### src/rtl/systolic_array_ctrl.sv
// ============================================================================
//  Module      : systolic_array_ctrl
//  Description : Job sequencer for a 1xK weight-stationary systolic MAC column:
//                weight load, accumulator clear, streamed MAC, tagged results.
//  Revision    : 1.0  initial release
// ============================================================================
`default_nettype none

module systolic_array_ctrl #(
  parameter int MAC_NUM  = 10,
  parameter int ACCU_NUM = 5,
  parameter int CNT_W    = 8
) (
  input  logic             clk,
  input  logic             reset_n,
  input  logic             start,
  input  logic             abort,
  input  logic [7:0]       cfg_shift_num,
  input  logic             act_valid,
  output logic             busy,
  output logic             done,
  output logic             PE_load_weight,
  output logic             PE_clear_acc,
  output logic             PE_mac_enable,
  output logic [7:0]       PE_res_shift_num,
  output logic [CNT_W-1:0] wet_idx,
  output logic [CNT_W-1:0] act_idx,
  output logic             act_ready,
  output logic             result_valid,
  output logic [CNT_W-1:0] result_idx
);

  localparam logic [2:0] IDLE    = 3'd0;
  localparam logic [2:0] LOAD_W  = 3'd1;
  localparam logic [2:0] CLEAR   = 3'd2;
  localparam logic [2:0] COMPUTE = 3'd3;
  localparam logic [2:0] DONE    = 3'd4;

  localparam logic [CNT_W-1:0] N_CNT    = CNT_W'(MAC_NUM);
  localparam logic [CNT_W-1:0] N_LAST   = CNT_W'(MAC_NUM - 1);
  localparam logic [CNT_W-1:0] K_CNT    = CNT_W'(ACCU_NUM);
  localparam logic [CNT_W-1:0] K_LAST   = CNT_W'(ACCU_NUM - 1);
  localparam logic [CNT_W-1:0] END_CNT  = CNT_W'(MAC_NUM + ACCU_NUM - 1);

  // Reset asserts asynchronously but is released only on a clock edge.
  logic [1:0] rst_pipe;
  logic       rst_n_int;

  always_ff @(posedge clk or negedge reset_n) begin
    if (!reset_n) rst_pipe <= 2'b00;
    else          rst_pipe <= {rst_pipe[0], 1'b1};
  end
  assign rst_n_int = rst_pipe[1];

  logic [2:0]       state, state_nx;
  logic [CNT_W-1:0] cnt, cnt_nx, cnt_inc;
  logic             busy_nx, done_nx, load_nx, clear_nx;
  logic [7:0]       shift_nx;
  logic [CNT_W-1:0] wet_nx, act_idx_nx, res_idx_nx;
  logic             in_compute, draining;

  assign cnt_inc    = cnt + 1'b1;
  assign in_compute = (state == COMPUTE);
  assign draining   = (cnt >= N_CNT);

  // The handshake strobes must react to act_valid in the same cycle so a
  // stall freezes the column immediately; they are gated by flopped state.
  assign PE_mac_enable = in_compute && (act_valid || draining);
  assign act_ready     = in_compute && act_valid && !draining;
  assign result_valid  = PE_mac_enable && (cnt >= K_CNT);

  always_comb begin
    state_nx   = state;
    cnt_nx     = cnt;
    done_nx    = 1'b0;
    load_nx    = 1'b0;
    clear_nx   = 1'b0;
    shift_nx   = PE_res_shift_num;
    wet_nx     = wet_idx;
    act_idx_nx = act_idx;
    res_idx_nx = result_idx;
    if (abort) begin
      state_nx   = IDLE;
      cnt_nx     = '0;
      wet_nx     = '0;
      act_idx_nx = '0;
      res_idx_nx = '0;
    end else begin
      case (state)
        IDLE: begin
          if (start) begin
            state_nx = LOAD_W;
            cnt_nx   = '0;
            load_nx  = 1'b1;
            wet_nx   = '0;
            shift_nx = cfg_shift_num;
          end
        end
        LOAD_W: begin
          if (cnt == K_LAST) begin
            state_nx = CLEAR;
            cnt_nx   = '0;
            clear_nx = 1'b1;
          end else begin
            cnt_nx  = cnt_inc;
            load_nx = 1'b1;
            wet_nx  = cnt_inc;
          end
        end
        CLEAR: begin
          state_nx   = COMPUTE;
          cnt_nx     = '0;
          act_idx_nx = '0;
          res_idx_nx = '0;
        end
        COMPUTE: begin
          if (PE_mac_enable) begin
            if (cnt == END_CNT) begin
              state_nx = DONE;
              cnt_nx   = '0;
              done_nx  = 1'b1;
            end else begin
              cnt_nx     = cnt_inc;
              act_idx_nx = (cnt_inc < N_CNT) ? cnt_inc : N_LAST;
              res_idx_nx = (cnt_inc >= K_CNT) ? (cnt_inc - K_CNT) : '0;
            end
          end
        end
        DONE:    state_nx = IDLE;
        default: state_nx = IDLE;
      endcase
    end
  end

  assign busy_nx = (state_nx != IDLE);

  always_ff @(posedge clk or negedge rst_n_int) begin
    if (!rst_n_int) begin
      state            <= IDLE;
      cnt              <= '0;
      busy             <= 1'b0;
      done             <= 1'b0;
      PE_load_weight   <= 1'b0;
      PE_clear_acc     <= 1'b0;
      PE_res_shift_num <= 8'd0;
      wet_idx          <= '0;
      act_idx          <= '0;
      result_idx       <= '0;
    end else begin
      state            <= state_nx;
      cnt              <= cnt_nx;
      busy             <= busy_nx;
      done             <= done_nx;
      PE_load_weight   <= load_nx;
      PE_clear_acc     <= clear_nx;
      PE_res_shift_num <= shift_nx;
      wet_idx          <= wet_nx;
      act_idx          <= act_idx_nx;
      result_idx       <= res_idx_nx;
    end
  end

endmodule

`default_nettype wire

### config.mk
export PLATFORM = sky130hd
export DESIGN_NAME = systolic_array_ctrl
export DESIGN_NICKNAME = d
export VERILOG_FILES = /design/src/rtl/systolic_array_ctrl.sv
export SDC_FILE = /design/constraint.sdc
export NUM_CORES = 1
export LEC_CHECK = 0
export CAP_MARGIN = 20
export CELL_PAD_IN_SITES_DETAIL_PLACEMENT = 1
export CELL_PAD_IN_SITES_GLOBAL_PLACEMENT = 2
export CORE_ASPECT_RATIO = 0.8
export CORE_MARGIN = 2
export CORE_UTILIZATION = 32
export CTS_CLUSTER_SIZE = 25
export DETAILED_ROUTE_END_ITERATION = 12
export GPL_TIMING_DRIVEN = 0
export PLACE_DENSITY_LB_ADDON = 0.1
export SLEW_MARGIN = 25
export SYNTH_ARGS = -nofsm -noshare
export SYNTH_HDL_FRONTEND = slang
export SYNTH_SLANG_ARGS = --single-unit
### constraint.sdc
create_clock -name clk -period 1.89 [get_ports clk]
set_clock_uncertainty 0.05 [all_clocks]
set_input_delay 0.2835 -clock clk [delete_from_list [all_inputs] [get_ports clk]]
set_output_delay 0.2835 -clock clk [all_outputs]
set_load 0.05 [all_outputs]
### Word level (Yosys, flattened, before mapping)

Index checks and enable logic that the tools add are counted.
W data, S select, Z words.

| storage, ports and cells | value |
|---|---|
| register bits | 49 |
| input bits | 13 |
| output and inout port bits | 39 |
| logic and storage cells | 78 |

| cells by class | value |
|---|---|
| add/sub/neg operators | 2 |
| $lt $le $gt $ge | 4 |
| equal/unequal tests | 9 |
| multiplexer cells | 36 |
| bitwise logic cells | 1 |
| reductions and logical operators | 15 |

Operators by type and width:

| operator | number |
|---|---|
| $mux W8 | 15 |
| $pmux W8 S2 | 3 |
| $pmux W8 S4 | 1 |
| $ge A8 B3 Y1 const B | 2 |
| $mux W3 | 5 |
| $ne A3 B3 Y1 const B | 4 |
| $pmux W3 S4 | 1 |
| $reduce_and A3 Y1 | 4 |
| $mux W1 | 10 |
| $reduce_bool A3 Y1 | 3 |
| $add A8 B1 Y8 const B | 1 |
| $eq A8 B3 Y1 const B | 1 |
| $eq A8 B4 Y1 const B | 1 |
| $ge A8 B4 Y1 const B | 1 |
| $lt A8 B4 Y1 const B | 1 |
| $sub A8 B3 Y8 const B | 1 |
| $eq A3 B2 Y1 const B | 2 |
| $reduce_bool A5 Y1 | 1 |
| $logic_and A1 B1 Y1 | 4 |
| $eq A3 B1 Y1 const B | 1 |
| $logic_not A3 Y1 | 1 |
| $pmux W1 S2 | 1 |
| $logic_not A1 Y1 | 1 |
| $logic_or A1 B1 Y1 | 1 |
| $not A1 Y1 | 1 |

### Longest topological paths before layout

Gate-level depths: netlist (run 1).

| depth | value |
|---|---|
| word-level depth | 7 |
| gate-level depth with buffers | 9 |

### Worst setup path after synthesis (run 1)

OpenSTA, ideal clock, no wires.

| timing | value |
|---|---|
| path type | reg2out |
| start | register cnt[0] |
| end | output port result_valid |
| arrival | 2.442 ns |
| setup slack | -0.885 ns |
| cell stages (with the launch flop) | 7 |
| cell sequence | dfrtp_1 buf_2 inv_1 ha_1 o31ai_1 a31oi_1 o31a_1 |

| on the way | value |
|---|---|
| longest elaborated chain between the ends | 4 |

RTL lines:

| element | line | text |
|---|---|---|
| from (decl) | 56 | `logic [CNT_W-1:0] cnt, cnt_nx, cnt_inc;` |
| from (signal assigned) | 151 | `cnt <= cnt_nx;` |
| $ge A8 B4 Y1 | 64 | `assign draining = (cnt >= N_CNT);` |
| $logic_or A1 B1 Y1 | 68 | `assign PE_mac_enable = in_compute && (act_valid \|\| draining);` |
| $logic_and A1 B1 Y1 | 68 |  |
| net PE_mac_enable | 24 | `output logic PE_mac_enable,` |
| $logic_and A1 B1 Y1 | 70 | `assign result_valid = PE_mac_enable && (cnt >= K_CNT);` |
| to (decl) | 29 | `output logic result_valid,` |

The timed path passes the listed nets, and every way through them passes these cells.

### Worst setup path after layout (run 1)

| timing | value |
|---|---|
| start | register cnt[0] |
| end | register cnt[6] |

| on the way | value |
|---|---|
| longest elaborated chain between the ends | 5 |

RTL lines:

| element | line | text |
|---|---|---|
| $add A8 B1 Y8, or another cell as far along | 62 | `assign cnt_inc = cnt + 1'b1;` |
| $mux W8 / $logic_or A1 B1 Y1 (equally long branches) | 118, 68 |  |
| $mux W8 / $logic_and A1 B1 Y1 (equally long branches) | 117, 68 |  |
| $pmux W8 S4 / $ne A3 B3 Y1 (equally long branches) | - |  |
| $mux W8 / $reduce_and A3 Y1 (equally long branches) | - |  |

Several ways; a longest one is shown, not always the timed one. The select of a mux whose other input is x is not followed.
A chain may end at the register's enable or synchronous reset.

==> impl_metrics.json, run 1 <==
{
  "core_um2": 7460,
  "p_total_mw": 2.34,
  "wl_um": 7450,
  "hold_slack_ps": 84.3,
  "synth.avg_cell_area_um2": 10.3,
  "routedWlPerCell_um": 17.2,
  "preCtsSetupSlack_ps": -852,
  "fin_area_um2": 3940,
  "grt_pass1_vias": 2262,
  "dp.cells": 398,
  "min_path_type": "in2async",
  "rows": 28,
  "cts_root_buf": "clkbuf_8",
  "startpoint_type": "flip-flop",
  "antenna_found_initial": 0,
  "crit_fanout": 6,
  "cp-startpoint": "cnt[0]",
  "vias_per_cell": 5.06,
  "cts_buffers": 5,
  "critPathKind": "reg2reg",
  "die_area_um2": 8520,
  "ir_worst_vdd_mv": 0.350,
  "drive_gt1_share_pct": 36.5,
  "grt_pass1_wl_um": 12100,
  "drv_slew": 0,
  "syn_to_final_growth_pct": 58.0,
  "dp_hpwl_um": 5020,
  "final_cell_mix": "dfrtp_1, clkdlybuf4s50_1, buf_4",
  "drc": 0,
  "violations": "negative setup slack",
  "yosys.cell_types.count": 55,
  "grt-ovfl-total": 0,
  "drtIter0Drc": 49,
  "dr.pass1.iters": 4,
  "die-width_um": 103,
  "fin_ws_ps": -246,
  "clock_latency_ps": 300,
  "ctsLongestPathBuffers": 2,
  "port_buffers": 51,
  "fin_crit_ps": 2140,
  "rsz0062_at_grt": "true",
  "ctsHoldBuffers": 0,
  "synth_edf_count": 0,
  "grt_max_degree": 48,
  "synthesis.area_um2": 2490,
  "seqCellArea_um2": 1230,
  "nets": 346,
  "timing.final.crit_share_pct": 113,
  "htree_levels": 2,
  "postRouteAntennaNets": 0,
  "setup_viol_count_final": 35,
  "synthCells": 242,
  "slew_headroom_pct": 58.3,
  "final_cells": 434,
  "power_leakage_nw": 1.67,
  "num_antenna_cells": 0,
  "gp_congestion": 0.794,
  "synth_fp_nets": 259,
  "fillers": 809,
  "seq_area_frac_synth_pct": 49.1,
  "placed_area_um2": 3290,
  "vias": 2198,
  "fin_setup_tns_ps": -5890,
  "synthArstFlopShare_pct": 100,
  "utilization_pct": 52.8,
  "die_h_um": 83.0,
  "r2r_start": "cnt[0]",
  "clkTransAtPathRegs_ps": 90,
  "worst_slew_pin_slew_ps": 625,
  "synth_seq_cells": 49,
  "cts_sinks": 49,
  "yosysTopAreaCell": "dfrtp_1",
  "track_usage_pct": 18.1,
  "cts_tree": "yes",
  "crit_path_end_kind": "flip-flop",
  "status": "finished, violations left",
  "final_common_cell": "dfrtp_1",
  "synth_area_leaders": "dfrtp_1, a21oi_1, a22o_1",
  "max_freq_mhz": 468,
  "p_per_area_nw_per_um2": 594,
  "arrival_ps": 2330,
  "multi_input_area_um2": 1540,
  "yosysWarnings": 0,
  "num_io_pins": 52,
  "ys.flop_type": "dfrtp_1",
  "hold_viol_final": 0,
  "start_util_pct": 33.4,
  "synth.top_cell.area_share_pct": 49.1,
  "cap_violations": 0,
  "cp.required_ps": 2090
}
==> kinds of logic after synthesis <==
group / share of synthesized area, %
other: 0.150
multiplexers: 4.01
adder cells (fa/ha/maj): 2.01
AND/OR/NAND/NOR: 16.4
AO/OA/AOI/OAI: 20.1
XOR/XNOR: 3.86
buffers and inverters: 4.31
flip-flops: 49.1
==> what timing repair did <==
action	4_1_cts	5_1_grt
gates resized for setup	68	32
pin swaps	16	24
gates cloned	0	1
endpoints found under the setup margin	45	45
setup buffers	19	11
endpoints found under the hold margin	0	0
==> final timing paths <==
path | end | slack (ps) | cells after the start
max in group asynchronous | cnt[7] | 1030 | 0
min reg2reg | act_idx[6] | 300 | 0
min in group clk | rst_pipe[1] | 310 | 0
min | rst_pipe[1] | 80 | 1
max reg2reg | cnt[6] | -250 | 8
max | cnt[6] | -250 | 8
==> flip-flops by register name, summed over array words and instances, names as in the netlist <==
signal,cells
PE_clear_acc,1
PE_load_weight,1
PE_res_shift_num,8
act_idx,8
busy,1
cnt,8
done,1
result_idx,8
rst_pipe,2
state,3
wet_idx,8
==> critical path: stages, from the launching register on <==
cell	delay, ps
dfrtp_2	430
buf_8	120
inv_6	40
ha_4	170
and3_4	180
or4_4	560
a21o_4	270
o21bai_1	130
a22o_1	130
==> cell type report <==
class	count	share of cell area, %
inverters	8	0.952
flip-flops and latches	49	31.3
plain buffers	14	3.14
well taps	105	3.33
clock buffers	5	1.75
repair buffers	81	19.7
multi-input cells	170	39.0
clock inverters	2	0.889
==> Yosys cell counts, types with 3 or more instances <==
cell type and number:
and3_1 3, and2_1 5, xnor2_1 4, nand3b_1 3, or3_1 3, buf_2 8, a21oi_1 16, o2bb2ai_1 7
o21ai_1 8, o21ai_0 4, ha_1 4, clkbuf_1 5, a22o_1 9, xor2_1 7, mux2_1 3, dfrtp_1 49
nor3_1 9, nand3_1 3, nor2_1 15, o31ai_1 4, nand2_1 19, mux2_2 5, inv_1 8
==> metal layers <==
layer / GRT usage, % / wire, µm / vias to the layer above
li1: - / - / 1053
met1: 26.6 / 3670 / 1104
met2: 28.0 / 3520 / 36
met3: 3.03 / 209 / 5
met4: 3.76 / 49 / 0
met5: 0 / 0 / -
==> where the power goes <==
part           switching (mW)  leakage (nW)  total, mW  internal (mW)
combinational           0.281         0.963      0.476          0.194
sequential             0.0429         0.653       1.14           1.09
clock                   0.344        0.0540      0.729          0.385
Note: power is estimated with default switching activity, not from simulation.
==> run 2: changes to the inputs <==
--- a/config.mk
+++ b/config.mk
@@ -9,12 +9,14 @@
 export CELL_PAD_IN_SITES_DETAIL_PLACEMENT = 1
 export CELL_PAD_IN_SITES_GLOBAL_PLACEMENT = 2
 export CORE_ASPECT_RATIO = 0.8
-export CORE_MARGIN = 2
+export CORE_MARGIN = 1
 export CORE_UTILIZATION = 32
 export CTS_CLUSTER_SIZE = 25
 export DETAILED_ROUTE_END_ITERATION = 12
 export GPL_TIMING_DRIVEN = 0
+export MAX_ROUTING_LAYER = met4
 export PLACE_DENSITY_LB_ADDON = 0.1
+export SKIP_CTS_REPAIR_TIMING = 1
 export SLEW_MARGIN = 25
 export SYNTH_ARGS = -nofsm -noshare
 export SYNTH_HDL_FRONTEND = slang
==> run 2 against run 1 <==
Effect of this change: the run still ends with negative setup slack left; global-route usage down 0.52 points; first-iteration DRC count up 20%; flip-flop and latch count unchanged; final cell count up 0.23%; worst hold slack worse by 2.1 ps; die area down 4.3%; maximum frequency down 1.6%; largest cell class unchanged; largest power group unchanged.
==> impl_metrics.json, run 2 (synthesis gave the netlist of run 1 again) <==
{
  "fin_area_um2": 3830,
  "num_antenna_cells": 0,
  "setup_viol_count_final": 36,
  "rr_worst_depth": 9,
  "dp_hpwl_um": 4850,
  "arrival_ps": 2300,
  "postRouteAntennaNets": 0,
  "utilization_pct": 51.4,
  "cts_sinks": 49,
  "rows": 28,
  "fin_ws_ps": -280,
  "start_util_pct": 33.4,
  "clock_latency_ps": 300,
  "vias_per_cell": 5.00,
  "gp_congestion": 0.781,
  "crit_path_end_kind": "flip-flop",
  "endpoint": "wet_idx[2]",
  "worst_r2r_endpoint": "wet_idx[2]",
  "grt_pass1_wl_um": 10600,
  "vias": 2177,
  "clkTransAtPathRegs_ps": 90,
  "p_per_area_nw_per_um2": 624,
  "core_um2": 7460,
  "fillers": 828,
  "p_total_mw": 2.39,
  "die_area_um2": 8160,
  "grt-ovfl-total": 0,
  "fin_setup_tns_ps": -5740,
  "cts_tree": "yes",
  "dr.pass1.iters": 4,
  "ctsLongestPathBuffers": 2,
  "num_io_pins": 52,
  "power_leakage_nw": 1.64,
  "r2r_start": "cnt[1]",
  "hold_viol_final": 0,
  "die-width_um": 101,
  "cap_violations": 0,
  "max_freq_mhz": 461,
  "fin_crit_ps": 2170,
  "timing.final.crit_share_pct": 115,
  "antenna_found_initial": 0,
  "drive_gt1_share_pct": 32.7,
  "critPathKind": "reg2reg",
  "track_usage_pct": 17.6,
  "drc": 0,
  "startpoint_type": "flip-flop",
  "crit_fanout": 7,
  "nets": 346,
  "port_buffers": 51,
  "syn_to_final_growth_pct": 53.6,
  "status": "finished, violations left",
  "cts_root_buf": "clkbuf_8",
  "slew_headroom_pct": 58.3,
  "final_cell_mix": "dfrtp_1, clkdlybuf4s50_1, buf_4",
  "drtIter0Drc": 59,
  "ir_worst_vdd_mv": 0.320,
  "htree_levels": 2,
  "min_path_type": "in2async",
  "cts_buffers": 5,
  "preCtsSetupSlack_ps": -863,
  "drv_slew": 0,
  "wl_um": 7080,
  "grt_pass1_vias": 2065,
  "worst_slew_pin_slew_ps": 625,
  "placed_area_um2": 3290,
  "violations": "negative setup slack",
  "ff2ff_setup_slack_ps": -280,
  "cp-startpoint": "cnt[1]",
  "cp.required_ps": 2020,
  "rsz0062_at_grt": "true",
  "grt_max_degree": 48,
  "routedWlPerCell_um": 16.3,
  "die_h_um": 81.0
}
-- run 2: worst min path at each step --
stage | from | end | slack [ps] | cells past startpoint
final | reset_n | rst_pipe[1] | 80 | 1
after global routing | reset_n | rst_pipe[1] | 60 | 1
after CTS | reset_n | rst_pipe[1] | 70 | 1
after detailed placement | rst_pipe[0] | rst_pipe[1] | 300 | 0
after global placement | rst_pipe[0] | rst_pipe[1] | 290 | 0
after floorplan | reset_n | rst_pipe[0] | -60 | 0
-- run 2: routing by layer --
| metal | up-vias | share of wire, % | GRT usage (%) |
|---|---|---|---|
| met3 | 9 | 2.4 | 3.10 |
| met2 | 43 | 45 | 26.2 |
| met1 | 1074 | 51 | 24.8 |
| li1 | 1051 | - | - |
| met5 | - | 0 | - |
| met4 | 0 | 1.2 | 4.35 |
-- run 2: layout make-up --
| cell class | instances | area [µm²] | area share, % |
|---|---|---|---|
| Multi-Input combinational cell | 170 | 1430 | 37.2 |
| Buffer | 15 | 124 | 3.23 |
| Sequential cell | 49 | 1230 | 32.2 |
| Clock buffer | 6 | 82.6 | 2.15 |
| Tap cell | 105 | 131 | 3.43 |
| Clock inverter | 2 | 37.5 | 0.979 |
| Inverter | 8 | 37.5 | 0.979 |
| Timing Repair Buffer | 80 | 761 | 19.8 |
-- run 2: power by group --
group | switching, mW | internal [mW]
Sequential | 0.0438 | 1.09
Clock | 0.352 | 0.430
Combinational | 0.276 | 0.195
-- run 2: critical path: stages (launching register included) --
cell and delay [ps]:
dfrtp_1 410, buf_6 160, inv_4 50, ha_4 160, nand3b_1 230, nor2_4 80
a2111o_1 470, and2b_1 190, buf_6 140, o2bb2ai_2 110
-- run 2: through the flow --
stage,hold WS [ps],instances
CTS,68.5,406
floorplan,-62.1,242
finish,82.2,435
detailed placement,300,398
global route,62.2,435
global placement,287,398
==> run 3: changes to the inputs <==
--- a/config.mk
+++ b/config.mk
@@ -11,6 +11,7 @@
 export CORE_ASPECT_RATIO = 0.8
 export CORE_MARGIN = 1
 export CORE_UTILIZATION = 32
+export CTS_CLUSTER_DIAMETER = 60
 export CTS_CLUSTER_SIZE = 25
 export DETAILED_ROUTE_END_ITERATION = 12
 export GPL_TIMING_DRIVEN = 0
==> results of run 3 <==
No change in the layout: final DEF, timing and power equal those of run 2.
